## src/rtl/hilo_pkg.sv

```systemverilog
// Shared definitions for the HI/LO multiply unit: op encodings, FSM states,
// default operand width and the op-decode helper.
// HILO_MADD_EN: when defined, MADD/MADDU accumulate into {HI,LO}.
package hilo_pkg;

    localparam int unsigned DEF_WIDTH = 32;

    localparam logic [2:0] OP_MULT  = 3'b000;
    localparam logic [2:0] OP_MULTU = 3'b001;
    localparam logic [2:0] OP_MTHI  = 3'b010;
    localparam logic [2:0] OP_MTLO  = 3'b011;
    localparam logic [2:0] OP_MADD  = 3'b100;
    localparam logic [2:0] OP_MADDU = 3'b101;

    typedef enum logic [1:0] {
        IDLE   = 2'd0,
        RUN    = 2'd1,
        COMMIT = 2'd2
    } state_t;

    // True for every op that launches a multiply in this build.
    function automatic logic is_mul_op(input logic [2:0] op);
        case (op)
            OP_MULT, OP_MULTU: return 1'b1;
`ifdef HILO_MADD_EN
            OP_MADD, OP_MADDU: return 1'b1;
`endif
            default:           return 1'b0;
        endcase
    endfunction

endpackage

```

## src/rtl/hilo_signfix.sv

```systemverilog
// Combinational sign handling around the unsigned MULT array: operand
// magnitudes on the way in, conditional negation of the product on the way out.
module hilo_signfix
    import hilo_pkg::*;
#(
    parameter int unsigned WIDTH = DEF_WIDTH
) (
    input  logic                 is_signed,
    input  logic [WIDTH-1:0]     a,
    input  logic [WIDTH-1:0]     b,
    input  logic [2*WIDTH-1:0]   prod,
    input  logic                 neg,
    output logic [WIDTH-1:0]     a_mag,
    output logic [WIDTH-1:0]     b_mag,
    output logic                 prod_neg,
    output logic [2*WIDTH-1:0]   res
);

    // |x| for signed ops (most-negative value maps to itself, read unsigned),
    // raw pass-through otherwise; product sign from the operand MSBs.
    always_comb begin
        a_mag    = (is_signed && a[WIDTH-1]) ? (~a + (WIDTH)'(1)) : a;
        b_mag    = (is_signed && b[WIDTH-1]) ? (~b + (WIDTH)'(1)) : b;
        prod_neg = is_signed & (a[WIDTH-1] ^ b[WIDTH-1]);
        res      = neg ? (~prod + (2*WIDTH)'(1)) : prod;
    end

endmodule

```

## src/rtl/hilo_unit.sv

```systemverilog
// HI/LO register unit: issues operand magnitudes to the external MULT array,
// waits MUL_LATENCY cycles, sign-fixes the product and commits it to HI/LO.
// Serves MFHI/MFLO reads and stalls upstream while a multiply is in flight.
// HILO_MADD_EN: when defined, MADD/MADDU add the product into {HI,LO}.
module hilo_unit
    import hilo_pkg::*;
#(
    parameter int unsigned WIDTH       = DEF_WIDTH,
    parameter int unsigned MUL_LATENCY = 4
) (
    input  logic                 clk,
    input  logic                 reset,
    input  logic                 start,
    input  logic [2:0]           op,
    input  logic [WIDTH-1:0]     rs_val,
    input  logic [WIDTH-1:0]     rt_val,
    input  logic                 rd_hi,
    input  logic                 rd_lo,
    output logic [WIDTH-1:0]     mul_a,
    output logic [WIDTH-1:0]     mul_b,
    input  logic [2*WIDTH-1:0]   mul_prod,
    output logic [WIDTH-1:0]     rd_data,
    output logic                 busy,
    output logic                 stall
);

    localparam logic [3:0] LAST = 4'(MUL_LATENCY - 1);

    state_t               state, state_next;
    logic [3:0]           cnt;
    logic                 neg;
    logic [2*WIDTH-1:0]   prod_q;
    logic [WIDTH-1:0]     hi, lo;
    logic [WIDTH-1:0]     a_mag, b_mag;
    logic                 prod_neg;
    logic [2*WIDTH-1:0]   res;
    logic [2*WIDTH-1:0]   commit_val;
    logic                 issue;
`ifdef HILO_MADD_EN
    logic                 acc;
`endif

    assign issue = start && is_mul_op(op);

    hilo_signfix #(.WIDTH(WIDTH)) u_signfix (
        .is_signed (~op[0]),
        .a         (rs_val),
        .b         (rt_val),
        .prod      (prod_q),
        .neg       (neg),
        .a_mag     (a_mag),
        .b_mag     (b_mag),
        .prod_neg  (prod_neg),
        .res       (res)
    );

`ifdef HILO_MADD_EN
    assign commit_val = acc ? ({hi, lo} + res) : res;
`else
    assign commit_val = res;
`endif

    // State register.
    always_ff @(posedge clk or negedge reset) begin
        if (!reset) state <= IDLE;
        else        state <= state_next;
    end

    // Next-state: IDLE -> RUN on a multiply issue, RUN for MUL_LATENCY cycles,
    // one COMMIT cycle, then back to IDLE.
    always_comb begin
        state_next = state;
        case (state)
            IDLE:    if (issue) state_next = RUN;
            RUN:     if (cnt == LAST) state_next = COMMIT;
            COMMIT:  state_next = IDLE;
            default: state_next = IDLE;
        endcase
    end

    // Datapath: operand latch, latency counter, product capture, HI/LO writes.
    always_ff @(posedge clk or negedge reset) begin
        if (!reset) begin
            hi     <= '0;
            lo     <= '0;
            mul_a  <= '0;
            mul_b  <= '0;
            neg    <= 1'b0;
            prod_q <= '0;
            cnt    <= '0;
`ifdef HILO_MADD_EN
            acc    <= 1'b0;
`endif
        end else begin
            case (state)
                IDLE: begin
                    if (issue) begin
                        mul_a <= a_mag;
                        mul_b <= b_mag;
                        neg   <= prod_neg;
                        cnt   <= '0;
`ifdef HILO_MADD_EN
                        acc   <= op[2];
`endif
                    end else if (start && op == OP_MTHI) begin
                        hi <= rs_val;
                    end else if (start && op == OP_MTLO) begin
                        lo <= rs_val;
                    end
                end
                RUN: begin
                    cnt <= cnt + 4'd1;
                    if (cnt == LAST) prod_q <= mul_prod;
                end
                COMMIT: {hi, lo} <= commit_val;
                default: ;
            endcase
        end
    end

    // Read mux (HI wins) and upstream stall.
    always_comb begin
        busy = (state != IDLE);
        if (rd_hi)      rd_data = hi;
        else if (rd_lo) rd_data = lo;
        else            rd_data = '0;
        stall = busy && (start || rd_hi || rd_lo);
    end

endmodule

```

## config.mk

```make
export PLATFORM = sky130hd
export DESIGN_NAME = hilo_unit
export DESIGN_NICKNAME = d
export VERILOG_FILES = /design/src/rtl/hilo_pkg.sv /design/src/rtl/hilo_signfix.sv /design/src/rtl/hilo_unit.sv
export SDC_FILE = /design/constraint.sdc
export NUM_CORES = 1
export LEC_CHECK = 0
export ABC_AREA = 1
export ABC_CLOCK_PERIOD_IN_PS = 2300
export BUFFER_PORTS_ARGS = -buffer_cell sky130_fd_sc_hd__buf_4
export CAP_MARGIN = 5
export CORE_MARGIN = 2
export CORE_UTILIZATION = 43
export DETAILED_ROUTE_END_ITERATION = 10
export GPL_TIMING_DRIVEN = 0
export PLACE_DENSITY_LB_ADDON = 0.12
export SYNTH_ARGS = -nofsm -noshare
export SYNTH_HDL_FRONTEND = slang
export SYNTH_SLANG_ARGS = --single-unit
```

## constraint.sdc

```tcl
create_clock -name clk -period 2.3 [get_ports clk]
set_input_delay 0 -clock clk [delete_from_list [all_inputs] [get_ports clk]]
set_output_delay 0 -clock clk [all_outputs]
set_load 0.02 [all_outputs]
```

==> qor.yml <==
status: "finished, final reports clean"
insertedDiodeCount: 0
cts_max_path_buffers: 2
finalNetCount: 2339
p_leak_nw: 7.83
yosys_warnings: 0
first_pass_iters: 6
p_clk_frac: 0.159
rsz0062_at_grt: "no"
finalHoldViolCount: 0
cts-root-buf: "clkbuf_16"
switchingPower_mw: 9.19
avgRoutedWirePerCell_um: 18.9
fmax_ghz: 0.457
clk_latency_ps: 450
setup_violations: 0
hp-class: "in2reg"
timing.rr.end: "hi[17]$_DFFE_PN0P_"
drt_iter0_drc: 1324
yosysMostFrequentCell: "nand2_1"
start_util: 0.434
io_buffers: 232
synthArstFlopShare: 1.00
areaGrowthSynthToFinish_pct: 33.4
fp-row-count: 62
power_density_mw_per_mm2: 1190
hold_depth: 6
synth_area_per_cell_um2: 6.81
synth_enable_flop_cells: 0
fill_cells: 2799
path_delay_family: "buffers and inverters"
route.detailed.drc: 0
peakVddDrop_mv: 0.493
cts_made_buffers: 17
wl_mm: 49.2
dp_cells: 2438
switching_share: 0.467
syn_inst: 1821
ys_ff_latch: 199
worst_slew_pin_slew_ps: 714
maxCapViolations: 0
yosysSeqAreaShare: 0.402
cts_tree: "built"
setup_tns_ps: 0
worst-r2r-setup-slack_ps: 110
maxSlewHeadroom: 0.524
grt_pass1_vias: 13300
drv_slew: 0
gp_congestion: 0.960
top_level_ports: 234
arrival_ps: 2560
synth_ff_type: "dfrtp_1"
cell_internal_pwr_mw: 10.5
path_common_cell: "buf_2"
path_class: "reg2reg"
synth_top_cells_by_count: "nand2_1 (502), nor2_1 (296), nand3_1 (200)"
crit_chain: "inv_1 > nor2_2 > buf_2 > buf_2 > nand3_1 > a21oi_1"
period_share: 0.952
cts_sinks: 199
p_comb_frac: 0.507
syn-num-nets: 1961
r2r-start: "state[1]$_DFFE_PN0P_"
cpMaxStageDelayCell: "dfrtp_1"
critPathLaunchType: "flip-flop"
whs_endpoint: "mul_b[15]$_DFFE_PN0P_"
fin_hold_ws_ps: 1.85
htreeDepth: 4
startpoint: "state[1]$_DFFE_PN0P_"
placed_area_mm2: 0.0147
grt_pass1_wl_mm: 76.0
synth_area_leader_cell: "dfrtp_1"
grt-ovfl-total: 0
cpPeakStageDelay_ps: 490
core_area_mm2: 0.0285
grt_usage: 0.327
dieWidth_um: 174
fin_cells: 2596
drive_gt1_frac: 0.170
viasPerCell: 5.31
die_height_um: 174
worstPathRequired_ps: 2670
timing.critical_path.buf_inv: 3
netlist_area_mm2: 0.0124
netlist.area_leader.share: 0.402
grt_max_degree: 118
antenna_found_initial: 0
r2r_cells: 6
path_clk_slew_ps: 80
ys_types: 42
ant_nets: 0
finalClockSkew_ps: 10.1
hpwlAfterDp_mm: 38.1
final_cell_area_mm2: 0.0165
yosys-top-cells-area: "dfrtp_1 (40%), nand2_1 (15%), nor2_1 (9.0%)"
num_vias: 13800
crit_path_end_kind: "flip-flop"
min-delay-start: "rt_val[13]"
dieArea_mm2: 0.0302
layout_min_cycle_time_ps: 2190
p_seq_frac: 0.334
cp_max_fo: 10
[worst min-delay path: cells and delay by family]
kind / cells / cell delay (ps)
and+or+nand+nor: 4 / 240
buffers and inverters: 1 / 90
AOI/OAI and AO/OA: 1 / 60
[how the worst max path moves through the flow]
stage                                        end  slack, ps  depth (start not counted)
after floorplan               hi[16]$_DFFE_PN0P_        680                         10
after global placement    prod_q[57]$_DFFE_PN0P_       -240                          1
after detailed placement       hi[8]$_DFFE_PN0P_        100                         10
after CTS                  mul_a[28]$_DFFE_PN0P_         90                         15
after global routing      prod_q[63]$_DFFE_PN0P_         10                          6
final                         hi[17]$_DFFE_PN0P_        110                          6
[power groups by stage]
| stage | Sequential [mW] | Combinational [mW] | Clock [mW] |
|---|---|---|---|
| 3_3_place_gp | 6.54 | 9.42 | 0 |
| 4_1_cts | 6.53 | 9.76 | 3.14 |
| 5_1_grt | 6.78 | 11.0 | 3.27 |
| 3_5_place_dp | 6.59 | 9.54 | 0 |
| 6_report | 6.58 | 9.97 | 3.13 |
| 2_1_floorplan | 6.90 | 5.43 | 0 |
[cell type report]
| class | count | area [um2] | area share |
|---|---|---|---|
| Buffer | 71 | 328 | 0.0198 |
| Sequential cell | 199 | 4980 | 0.301 |
| Multi-Input combinational cell | 1394 | 6520 | 0.394 |
| Clock buffer | 21 | 470 | 0.0284 |
| Tap cell | 384 | 480 | 0.0291 |
| Clock inverter | 11 | 123 | 0.00741 |
| Inverter | 157 | 591 | 0.0357 |
| Timing Repair Buffer | 359 | 3040 | 0.184 |
[metrics by stage]
stage,worst slack [ps],util,total power [mW]
final,111,0.579,19.7
after global placement,-239,0.512,16.0
after global routing,14.1,0.579,21.0
after floorplan,676,-,12.3
after CTS,89.2,0.577,19.4
after detailed placement,102,0.513,16.1
[sequential cells by signal, summed over array words and instances (netlist names)]
| signal | cells |
|---|---|
| prod_q | 64 |
| neg | 1 |
| lo | 32 |
| state | 2 |
| mul_b | 32 |
| cnt | 4 |
| mul_a | 32 |
| hi | 32 |
[placed cells by master, fill, tap and decap left out, types with 4 or more instances in the layout]
cell,instances
a22oi_1,5
nand4_1,21
o21ai_0,127
nand2_4,6
nand3b_1,5
o31ai_1,5
nor2_1,295
buf_1,9
a21oi_1,66
clkinv_2,5
dlygate4sd3_1,123
clkbuf_16,17
inv_2,13
nor2_2,17
nand3_1,199
nor3_1,7
buf_4,240
xor2_1,30
o21ai_1,37
clkbuf_1,33
o21ai_4,5
nand3_2,9
inv_1,143
a31oi_1,10
nand2_1,502
nand2_2,5
dfrtp_1,199
buf_2,22
o211ai_1,4
a21oi_2,5
nor2_4,9
[cell families after synthesis]
| family | count (synthesis) | synth area share |
|---|---|---|
| AND/OR/NAND/NOR | 1084 | 0.374 |
| AO/OA/AOI/OAI | 273 | 0.123 |
| buffers and inverters | 228 | 0.0741 |
| flip-flops | 199 | 0.402 |
| XOR/XNOR | 33 | 0.0233 |
| adder cells (fa/ha/maj) | 4 | 0.00404 |
[routing by layer]
metal / up-vias / part of all wire / global-route usage
met3: 72 / 0.059 / 0.0406
met5: - / 0 / 0
met4: 0 / 0.029 / 0.104
met2: 523 / 0.48 / 0.558
li1: 6642 / - / -
met1: 6553 / 0.43 / 0.433
[what timing repair did]
item | 4_1_cts | 5_1_grt
endpoints found under the setup margin | 0 | 6
resized for setup | 0 | 9
hold buffers | 123 | 0
setup buffers | 0 | 3
endpoints found under the hold margin | 211 | 0
(Power assumes the default switching activity.)
